<file path="src/rtl/imm_pkg.sv">
// Shared definitions for the immediate extender: format selector codes and skid-buffer states.
package imm_pkg;

  localparam int unsigned IMM_SRC_W = 3;
  localparam int unsigned INSTR_W   = 32;

  localparam logic [IMM_SRC_W-1:0] IMM_I   = 3'b000;
  localparam logic [IMM_SRC_W-1:0] IMM_S   = 3'b001;
  localparam logic [IMM_SRC_W-1:0] IMM_B   = 3'b010;
  localparam logic [IMM_SRC_W-1:0] IMM_J   = 3'b011;
  localparam logic [IMM_SRC_W-1:0] IMM_U   = 3'b100;
  localparam logic [IMM_SRC_W-1:0] IMM_Z   = 3'b101;
  localparam logic [IMM_SRC_W-1:0] IMM_SH  = 3'b110;
  localparam logic [IMM_SRC_W-1:0] IMM_ILL = 3'b111;

  typedef enum logic [1:0] {
    BUF_EMPTY = 2'd0,
    BUF_ONE   = 2'd1,
    BUF_TWO   = 2'd2
  } buf_state_e;

endpackage

</file>
<file path="src/rtl/imm_extend_pipe_if.sv">
// Decode-side handshake bus: instruction/tag in, extended immediate/tag out, plus flush.
interface imm_extend_pipe_if #(
  parameter int unsigned DATA_BUS_WIDTH = 32,
  parameter int unsigned TAG_WIDTH      = 5
);
  import imm_pkg::*;

  logic                      flush;
  logic                      in_valid;
  logic                      in_ready;
  logic [IMM_SRC_W-1:0]      imm_src;
  logic [INSTR_W-1:0]        instr;
  logic [TAG_WIDTH-1:0]      in_tag;
  logic                      out_valid;
  logic                      out_ready;
  logic [DATA_BUS_WIDTH-1:0] extended_imm;
  logic [TAG_WIDTH-1:0]      out_tag;
  logic                      out_illegal;

  modport master (
    output flush, in_valid, imm_src, instr, in_tag, out_ready,
    input  in_ready, out_valid, extended_imm, out_tag, out_illegal
  );

  modport slave (
    input  flush, in_valid, imm_src, instr, in_tag, out_ready,
    output in_ready, out_valid, extended_imm, out_tag, out_illegal
  );

endinterface

</file>
<file path="src/rtl/imm_decode.sv">
// Combinational immediate format mux; signed formats are built at 32 bits then widened to XLEN.
module imm_decode
  import imm_pkg::*;
#(
  parameter int unsigned DATA_BUS_WIDTH = 32
) (
  input  logic [IMM_SRC_W-1:0]      imm_src,
  input  logic [INSTR_W-1:0]        instr,
  output logic [DATA_BUS_WIDTH-1:0] imm,
  output logic                      illegal
);

  logic signed [31:0] simm_c;
  logic [5:0]         zimm_c;
  logic               use_zext_c;
  logic               unused_opcode;

  assign unused_opcode = ^instr[6:0];

  always_comb begin
    simm_c     = '0;
    zimm_c     = '0;
    use_zext_c = 1'b0;
    illegal    = 1'b0;
    case (imm_src)
      IMM_I:  simm_c = 32'($signed(instr[31:20]));
      IMM_S:  simm_c = 32'($signed({instr[31:25], instr[11:7]}));
      IMM_B:  simm_c = 32'($signed({instr[31], instr[7], instr[30:25], instr[11:8], 1'b0}));
      IMM_J:  simm_c = 32'($signed({instr[31], instr[19:12], instr[20], instr[30:21], 1'b0}));
      IMM_U:  simm_c = $signed({instr[31:12], 12'b0});
      IMM_Z: begin
        use_zext_c = 1'b1;
        zimm_c     = {1'b0, instr[19:15]};
      end
      IMM_SH: begin
        use_zext_c = 1'b1;
        zimm_c     = (DATA_BUS_WIDTH == 64) ? instr[25:20] : {1'b0, instr[24:20]};
      end
      default: illegal = 1'b1;
    endcase
    // Size cast of a signed operand sign-extends, giving the XLEN=64 widening for free
    imm = use_zext_c ? DATA_BUS_WIDTH'(zimm_c) : DATA_BUS_WIDTH'(simm_c);
  end

endmodule

</file>
<file path="src/rtl/imm_extend_pipe.sv">
// Registered immediate generator with a 2-entry skid buffer; in_ready never depends on out_ready combinationally.
module imm_extend_pipe
  import imm_pkg::*;
#(
  parameter int unsigned DATA_BUS_WIDTH = 32,
  parameter int unsigned TAG_WIDTH      = 5
) (
  input logic              clk,
  input logic              rst,
  imm_extend_pipe_if.slave bus
);

  typedef struct packed {
    logic [DATA_BUS_WIDTH-1:0] imm;
    logic [TAG_WIDTH-1:0]      tag;
    logic                      illegal;
  } entry_t;

  logic [DATA_BUS_WIDTH-1:0] dec_imm_c;
  logic                      dec_illegal_c;
  entry_t                    in_entry_c;
  entry_t                    main_q;
  entry_t                    skid_q;
  buf_state_e                state_q;
  buf_state_e                state_d;
  logic                      in_ready_q;
  logic                      out_valid_q;
  logic                      accept_c;
  logic                      drain_c;
  logic                      load_main_in_c;
  logic                      load_main_skid_c;
  logic                      load_skid_c;

  imm_decode #(.DATA_BUS_WIDTH(DATA_BUS_WIDTH)) u_imm_decode (
    .imm_src (bus.imm_src),
    .instr   (bus.instr),
    .imm     (dec_imm_c),
    .illegal (dec_illegal_c)
  );

  assign in_entry_c = '{imm: dec_imm_c, tag: bus.in_tag, illegal: dec_illegal_c};

  // Next-state and register-load selection; flush overrides everything
  always_comb begin
    state_d          = state_q;
    load_main_in_c   = 1'b0;
    load_main_skid_c = 1'b0;
    load_skid_c      = 1'b0;
    accept_c         = bus.in_valid & in_ready_q;
    drain_c          = out_valid_q & bus.out_ready;
    case (state_q)
      BUF_EMPTY: begin
        if (accept_c) begin
          state_d        = BUF_ONE;
          load_main_in_c = 1'b1;
        end
      end
      BUF_ONE: begin
        if (accept_c && drain_c) begin
          load_main_in_c = 1'b1;
        end else if (accept_c) begin
          state_d     = BUF_TWO;
          load_skid_c = 1'b1;
        end else if (drain_c) begin
          state_d = BUF_EMPTY;
        end
      end
      BUF_TWO: begin
        if (drain_c) begin
          state_d          = BUF_ONE;
          load_main_skid_c = 1'b1;
        end
      end
      default: state_d = BUF_EMPTY;
    endcase
    if (bus.flush) begin
      state_d          = BUF_EMPTY;
      load_main_in_c   = 1'b0;
      load_main_skid_c = 1'b0;
      load_skid_c      = 1'b0;
    end
  end

  always_ff @(posedge clk or posedge rst) begin
    if (rst) begin
      state_q     <= BUF_EMPTY;
      in_ready_q  <= 1'b1;
      out_valid_q <= 1'b0;
    end else begin
      state_q     <= state_d;
      in_ready_q  <= (state_d != BUF_TWO);
      out_valid_q <= (state_d != BUF_EMPTY);
    end
  end

  always_ff @(posedge clk or posedge rst) begin
    if (rst) begin
      main_q <= '0;
      skid_q <= '0;
    end else begin
      if (load_main_in_c) begin
        main_q <= in_entry_c;
      end else if (load_main_skid_c) begin
        main_q <= skid_q;
      end
      if (load_skid_c) begin
        skid_q <= in_entry_c;
      end
    end
  end

  assign bus.in_ready     = in_ready_q;
  assign bus.out_valid    = out_valid_q;
  assign bus.extended_imm = main_q.imm;
  assign bus.out_tag      = main_q.tag;
  assign bus.out_illegal  = main_q.illegal;

endmodule

</file>
<file path="src/flat_wrapper.sv">
// flat-port wrapper written by rule: the top's interface ports become plain ports
module imm_extend_pipe_flat import imm_pkg::*;
#(
  parameter int unsigned DATA_BUS_WIDTH = 32,
  parameter int unsigned TAG_WIDTH      = 5
)
  (clk, rst, bus_flush, bus_in_valid, bus_imm_src, bus_instr, bus_in_tag, bus_out_ready, bus_in_ready, bus_out_valid, bus_extended_imm, bus_out_tag, bus_out_illegal);
  imm_extend_pipe_if #(.DATA_BUS_WIDTH(DATA_BUS_WIDTH), .TAG_WIDTH(TAG_WIDTH)) bus_i ();
  input logic clk;
  input logic rst;
  input wire logic [$bits(bus_i.flush)-1:0] bus_flush;
  input wire logic [$bits(bus_i.in_valid)-1:0] bus_in_valid;
  input wire logic [$bits(bus_i.imm_src)-1:0] bus_imm_src;
  input wire logic [$bits(bus_i.instr)-1:0] bus_instr;
  input wire logic [$bits(bus_i.in_tag)-1:0] bus_in_tag;
  input wire logic [$bits(bus_i.out_ready)-1:0] bus_out_ready;
  output wire logic [$bits(bus_i.in_ready)-1:0] bus_in_ready;
  output wire logic [$bits(bus_i.out_valid)-1:0] bus_out_valid;
  output wire logic [$bits(bus_i.extended_imm)-1:0] bus_extended_imm;
  output wire logic [$bits(bus_i.out_tag)-1:0] bus_out_tag;
  output wire logic [$bits(bus_i.out_illegal)-1:0] bus_out_illegal;
  assign bus_i.flush = bus_flush;
  assign bus_i.in_valid = bus_in_valid;
  assign bus_i.imm_src = bus_imm_src;
  assign bus_i.instr = bus_instr;
  assign bus_i.in_tag = bus_in_tag;
  assign bus_i.out_ready = bus_out_ready;
  assign bus_in_ready = bus_i.in_ready;
  assign bus_out_valid = bus_i.out_valid;
  assign bus_extended_imm = bus_i.extended_imm;
  assign bus_out_tag = bus_i.out_tag;
  assign bus_out_illegal = bus_i.out_illegal;
  imm_extend_pipe #(.DATA_BUS_WIDTH(DATA_BUS_WIDTH), .TAG_WIDTH(TAG_WIDTH)) u_core (.clk(clk), .rst(rst), .bus(bus_i));
endmodule
</file>
<file path="config.mk">
export PLATFORM = sky130hd
export DESIGN_NAME = imm_extend_pipe_flat
export DESIGN_NICKNAME = d
export VERILOG_FILES = /design/src/rtl/imm_pkg.sv /design/src/rtl/imm_extend_pipe_if.sv /design/src/rtl/imm_decode.sv /design/src/rtl/imm_extend_pipe.sv /design/src/flat_wrapper.sv
export SDC_FILE = /design/constraint.sdc
export NUM_CORES = 1
export LEC_CHECK = 0
export ABC_AREA = 1
export ABC_CLOCK_PERIOD_IN_PS = 3100
export CORE_AREA = 3 3 127 129
export CTS_CLUSTER_SIZE = 20
export DETAILED_ROUTE_END_ITERATION = 6
export DIE_AREA = 0 0 130 132
export DONT_BUFFER_PORTS = 1
export PLACE_DENSITY = 0.37
export SLEW_MARGIN = 25
export SYNTH_ARGS = -nofsm -noshare
export SYNTH_HDL_FRONTEND = slang
export SYNTH_SLANG_ARGS = --single-unit
</file>
<file path="constraint.sdc">
create_clock -name clk -period 3.1 [get_ports clk]
set_input_delay 0.31 -clock clk [delete_from_list [all_inputs] [get_ports clk]]
set_output_delay 0.31 -clock clk [all_outputs]
set_load 0.02 [all_outputs]
</file>
---- Yosys cells after proc, flatten, opt, wreduce, memory -nomap -nowiden ----
Cells that the tools add are included.
word-level totals
  bits in registers ....................... 80
  input bits .............................. 45
  output and inout bits ................... 40
cells by class
  eq/ne operators ......................... 9
  multiplexer cells ....................... 24
  bitwise gates (word level) .............. 2
  reductions and logical operators ........ 7
operators with widths
  operator            number
  $pmux 32 s5         1
  $mux 38             2
  $mux 32             1
  $mux 2              6
  $mux 1              11
  $pmux 5 s2          1
  $eq 3x3->1 const B  3
  $reduce_or 7->1     1
  $eq 3x2->1 const B  2
  $pmux 2 s3          1
  $reduce_bool 2->1   2
  $eq 3x1->1 const B  1
  $logic_not 3->1     1
  $and 1x1->1         2
  $eq 2x1->1 const B  1
  $eq 2x2->1 const B  1
  $logic_not 2->1     1
  $ne 2x2->1 const B  1
  $pmux 1 s2          1
  $reduce_or 2->1     1
  $logic_and 1x1->1   1

---- Depth between registers and ports, before layout ----
  depth in word-level cells ............... 7
  gate-level depth with buffers ........... 10
  mapped depth without buffers ............ 9

---- Cells and area by module ----
Synthesis repeated with hierarchy kept, for this count alone.
unflattened totals
  cell total of the unflattened synthesis .. 583
  area total of the unflattened synthesis .. 4,350.4 um2
modules (own cells, without submodules)
  module           instances  cells an instance  area an instance (um2)  sequential area each (um2)
  imm_extend_pipe  1          476                3,831.2                 2,003.2
  imm_decode       1          107                519.2                   0.0

---- Worst setup path after synthesis ----
OpenSTA, ideal clock, no wires.
  path type ............................... reg-to-reg
  start ................................... register u_core.in_ready_q (netlist: u_core.bus.in_ready)
  end ..................................... register u_core.main_q, in the netlist u_core.bus.extended_imm[12]
  arrival time ............................ 1.292 ns
  data required time ...................... 2.976 ns
  setup slack ............................. 1.684 ns
  cell stages (with the launch flop) ...... 9
  buffers on the path ..................... 1
  path through ............................ dfstp_2 -> nand2_1 -> inv_1 -> nand3_2 -> nand2_4 -> inv_4 -> buf_6 -> nand2_1 -> nand3_1
on the way
  cells in the longest elaborated chain, start to end .. 6
  elaborated cells on any way between the ends .. 8
  classes of those cells .................. mux (5); bitwise (1); reduce/logical (2)
ends and longest elaborated chain
  element                                       line                    RTL
  start, declared                               imm_extend_pipe.sv:26   logic in_ready_q;
  start signal, assigned                        imm_extend_pipe.sv:91   in_ready_q <= (state_d != BUF_TWO);
  $and 1x1->1 (*)                               imm_extend_pipe.sv:49   accept_c = bus.in_valid & in_ready_q;
  $logic_and 1x1->1                             imm_extend_pipe.sv:59   if (accept_c && drain_c) begin
  $mux 1                                        imm_extend_pipe.sv:59
  $pmux 1 s2 (*)                                imm_extend_pipe.sv:51   case (state_q)
  $mux 1 (*)                                    imm_extend_pipe.sv:76   if (bus.flush) begin
  $mux 38 or $reduce_bool 2->1 (tied branches)  --
  end signal, assigned                          imm_extend_pipe.sv:102  main_q <= in_entry_c;
  end signal, assigned                          imm_extend_pipe.sv:104  main_q <= skid_q;
  end, declared                                 imm_extend_pipe.sv:22   entry_t main_q;
Every way passes the cells marked *; elsewhere a longest branch is shown, timed or not.
A chain may end at the register's enable or synchronous reset.

---- Worst setup path in the final report ----
  start ................................... register u_core.out_valid_q (netlist: u_core.bus.out_valid)
  end ..................................... register u_core.main_q, in the netlist u_core.bus.extended_imm[4]
on the way
  cells in the longest elaborated chain, start to end .. 6
  elaborated cells on any way between the ends .. 10
  classes of those cells .................. mux (7); bitwise (1); reduce/logical (2)
ends and longest elaborated chain
  element                                       line                   RTL
  start, declared                               imm_extend_pipe.sv:27  logic out_valid_q;
  start signal, assigned                        imm_extend_pipe.sv:92  out_valid_q <= (state_d != BUF_EMPTY);
  $and 1x1->1 (*)                               imm_extend_pipe.sv:50  drain_c = out_valid_q & bus.out_ready;
  $logic_and 1x1->1                             imm_extend_pipe.sv:59
  $mux 1                                        imm_extend_pipe.sv:59
  $pmux 1 s2                                    imm_extend_pipe.sv:51
  $mux 1                                        imm_extend_pipe.sv:76
  $mux 38 or $reduce_bool 2->1 (tied branches)  --
Marks and branches as above.

==> metrics <==
PwrDens=868 mW/mm2; global route overflow=0; RePlAce Congestion=0.803; Sw Ratio=34.9%; combinational power share=17.2%; Setup Fix Bufs, Post-CTS=0; commonest non-fill, non-tap cell in the layout=nand2_1; antenna violations before repair=0; worst endpoint required time=3.34 ns; Max-slew headroom=42.5%; share of cells above drive strength 1=8.15%; RSZ-0062 raised after global routing=false; fin crit share=60.3%; fin cells=679; synth unique cells=25; Root Driver=clkbuf_16; Antenna diodes=0; DR WL/cell=17.3 um; CP max FO=26; largest family of logic cells by synthesized area=simple AND/OR/NAND/NOR gates; fin crit period=1.87 ns; CTS sink cnt=80; core region area=0.0151 mm2; Finished Core Util=28.8%; min-delay worst type=in2reg; Int Power=2470 uW; Net Sw Power=1320 uW; GR Util All Layers=14.2%; largest net degree at the start of global routing=56; Simple-Gate Fraction of Synth Area=31.9%; site row count=45; worst setup path category=reg2reg; setup TNS=0 ns; critical path startpoint=u_core.bus.out_valid; die span in y=132 um; Syn Area/Cell=7.93 um2; most frequent cells in the layout=nand2_1 (186), dfrtp_1 (79), nand3_1 (54); DRC errors left=0; drt first-iter violations=241; post-synthesis adder-cell area fraction=0%; CTS tree=done; EDFF count, synth=0; Synth Area in XOR/XNOR=0%; CTS Buf Count=9; Die Area=0.0172 mm2; status=finished clean; synthesized area=0.00393 mm2; VDD IR max=0.257 mV; Vias/cell=4.73; hold buffer count at CTS=1; clock network fraction of total power=31.6%; Max H-tree Level=3; Post-DRT Antenna Nets=0; post-synthesis compound-gate area fraction=8.69%; Initial Utilization=26.0%; crit path DAT=2.11 ns; Hold Fails Final Rpt=0; Die Width=130 um; Max Freq=535 MHz; Synth Register Bits=80; Post-Syn Instances=496; Hold Path Depth=2; type of origin of the critical path=flip-flop; Longest Clk Path Bufs=2; sequential cell area fraction in the yosys report=50.9%; clk_lat worst skew=0.34 ns; WHS Endpoint=u_core.skid_q[2]; Worst Skew=0.00817 ns; number of I/O port buffers=0; worst-margin pin slew=0.862 ns; clk slew on worst S/H paths=0.06 ns; final wirelength=11800 um; yosys warns=0; first-pass GRT wire length=18600 um; ys flop type=dfrtp_1; asr flop ratio synth=100%; Critical R2R Launch=u_core.bus.out_valid; Max Cap Viol=0; Reg-to-Reg End=u_core.bus.extended_imm[4]; fin. max-slew vios=0; hold wc startpoint=bus_in_tag[1]; P_leak=0.00211 uW; post-synthesis mux area share=0%; FF-to-FF setup slack=1.23 ns; part of the power in registers=51.3%; nets=531; Final setup viols=0; CP Capture Type=flip-flop; Syn Nets=541; First-pass DRT Iterations=4; Final HPWL DP=7540 um; placed cell count=662; vias in the first global route=3182; PostCTS Resize Cnt=0; Vias=3211; Layout area overhead=11.0%; reg2reg path depth=9; # IOs=85
## synth_stat cells (2+ instances only)
| master | count | area (um2) |
|---|---|---|
| a21oi_1 | 15 | 75.1 |
| a31oi_1 | 13 | 81.3 |
| buf_2 | 7 | 35.0 |
| buf_4 | 11 | 82.6 |
| buf_6 | 7 | 78.8 |
| clkbuf_1 | 2 | 7.51 |
| dfrtp_1 | 79 | 1980 |
| inv_1 | 29 | 109 |
| inv_2 | 2 | 7.51 |
| inv_4 | 2 | 12.5 |
| nand2_1 | 186 | 698 |
| nand2_2 | 4 | 25.0 |
| nand3_1 | 54 | 270 |
| nand4_1 | 8 | 50.1 |
| nor2_1 | 35 | 131 |
| nor2_2 | 3 | 18.8 |
| nor2_4 | 2 | 22.5 |
| o211ai_1 | 4 | 30.0 |
| o21ai_0 | 27 | 135 |
## logic make-up (layout without fill, tap and decap cells)
| family | Yosys count | count (layout) |
|---|---|---|
| simple gates | 295 | 295 |
| flops | 80 | 80 |
| compound gates | 61 | 61 |
| buf+inv | 60 | 55 |
## worst max-delay path, stage by stage (launching register included)
cell	delay, ns
dfrtp_1	0.46
nand2_1	0.17
inv_1	0.13
nand3_4	0.25
nand2_4	0.32
inv_4	0.19
nand2_1	0.10
nand2_1	0.05
inv_1	0.04
nand2_1	0.04
## power by group through the flow
stage	Clock [uW]	Combinational (uW)	Sequential, uW
after floorplan	0	556	1890
after CTS	1240	669	1950
after global placement	0	650	1960
after global routing	1290	767	2010
final	1200	650	1940
after detailed placement	0	661	1970
## flip-flops by register name, summed over array words and instances, names as in the netlist
| name | cells |
|---|---|
| u_core.bus.out_tag | 5 |
| u_core.bus.in_ready | 1 |
| u_core.bus.out_illegal | 1 |
| u_core.bus.out_valid | 1 |
| u_core.state_q | 2 |
| u_core.bus.extended_imm | 32 |
| u_core.skid_q | 38 |
## how the worst max path moves through the flow
stage | cells after the start | to | slack (ns)
after floorplan | 1 | u_core.bus.extended_imm[0] | 0.74
after global placement | 9 | u_core.bus.extended_imm[2] | 1.16
after detailed placement | 9 | u_core.bus.extended_imm[2] | 1.16
after CTS | 9 | u_core.bus.extended_imm[2] | 1.15
after global routing | 9 | u_core.bus.extended_imm[4] | 1.01
final | 9 | u_core.bus.extended_imm[4] | 1.23
## layout make-up
cell class / instances / area [um2]
clock inverter: 4 / 76.3
fill: 1620 / 10800
clock buffer: 12 / 256
inverter: 33 / 130
sequential: 80 / 2000
multi-input combinational: 356 / 1600
timing repair buffer: 6 / 60.1
tap: 188 / 235
## per-layer routing
layer	track usage, %	part of all wire [%]	routed length, um
met1	19.4	46	5390
met2	20.7	44	5190
met3	5.02	8.5	996
met4	5.37	1.7	199
met5	0	0	0
## stage by stage
stage                     hold slack, ns  total power, uW  setup slack [ns]  area [um2]
after floorplan                    0.427             2440             0.740        3930
after global placement             0.338             2610              1.16        4020
after detailed placement           0.330             2630              1.16        4020
after CTS                         0.0698             3860              1.15        4370
after global routing              0.0767             4060              1.01        4370
final                             0.0823             3790              1.23        4370
Power figures use the tool's default switching activity.
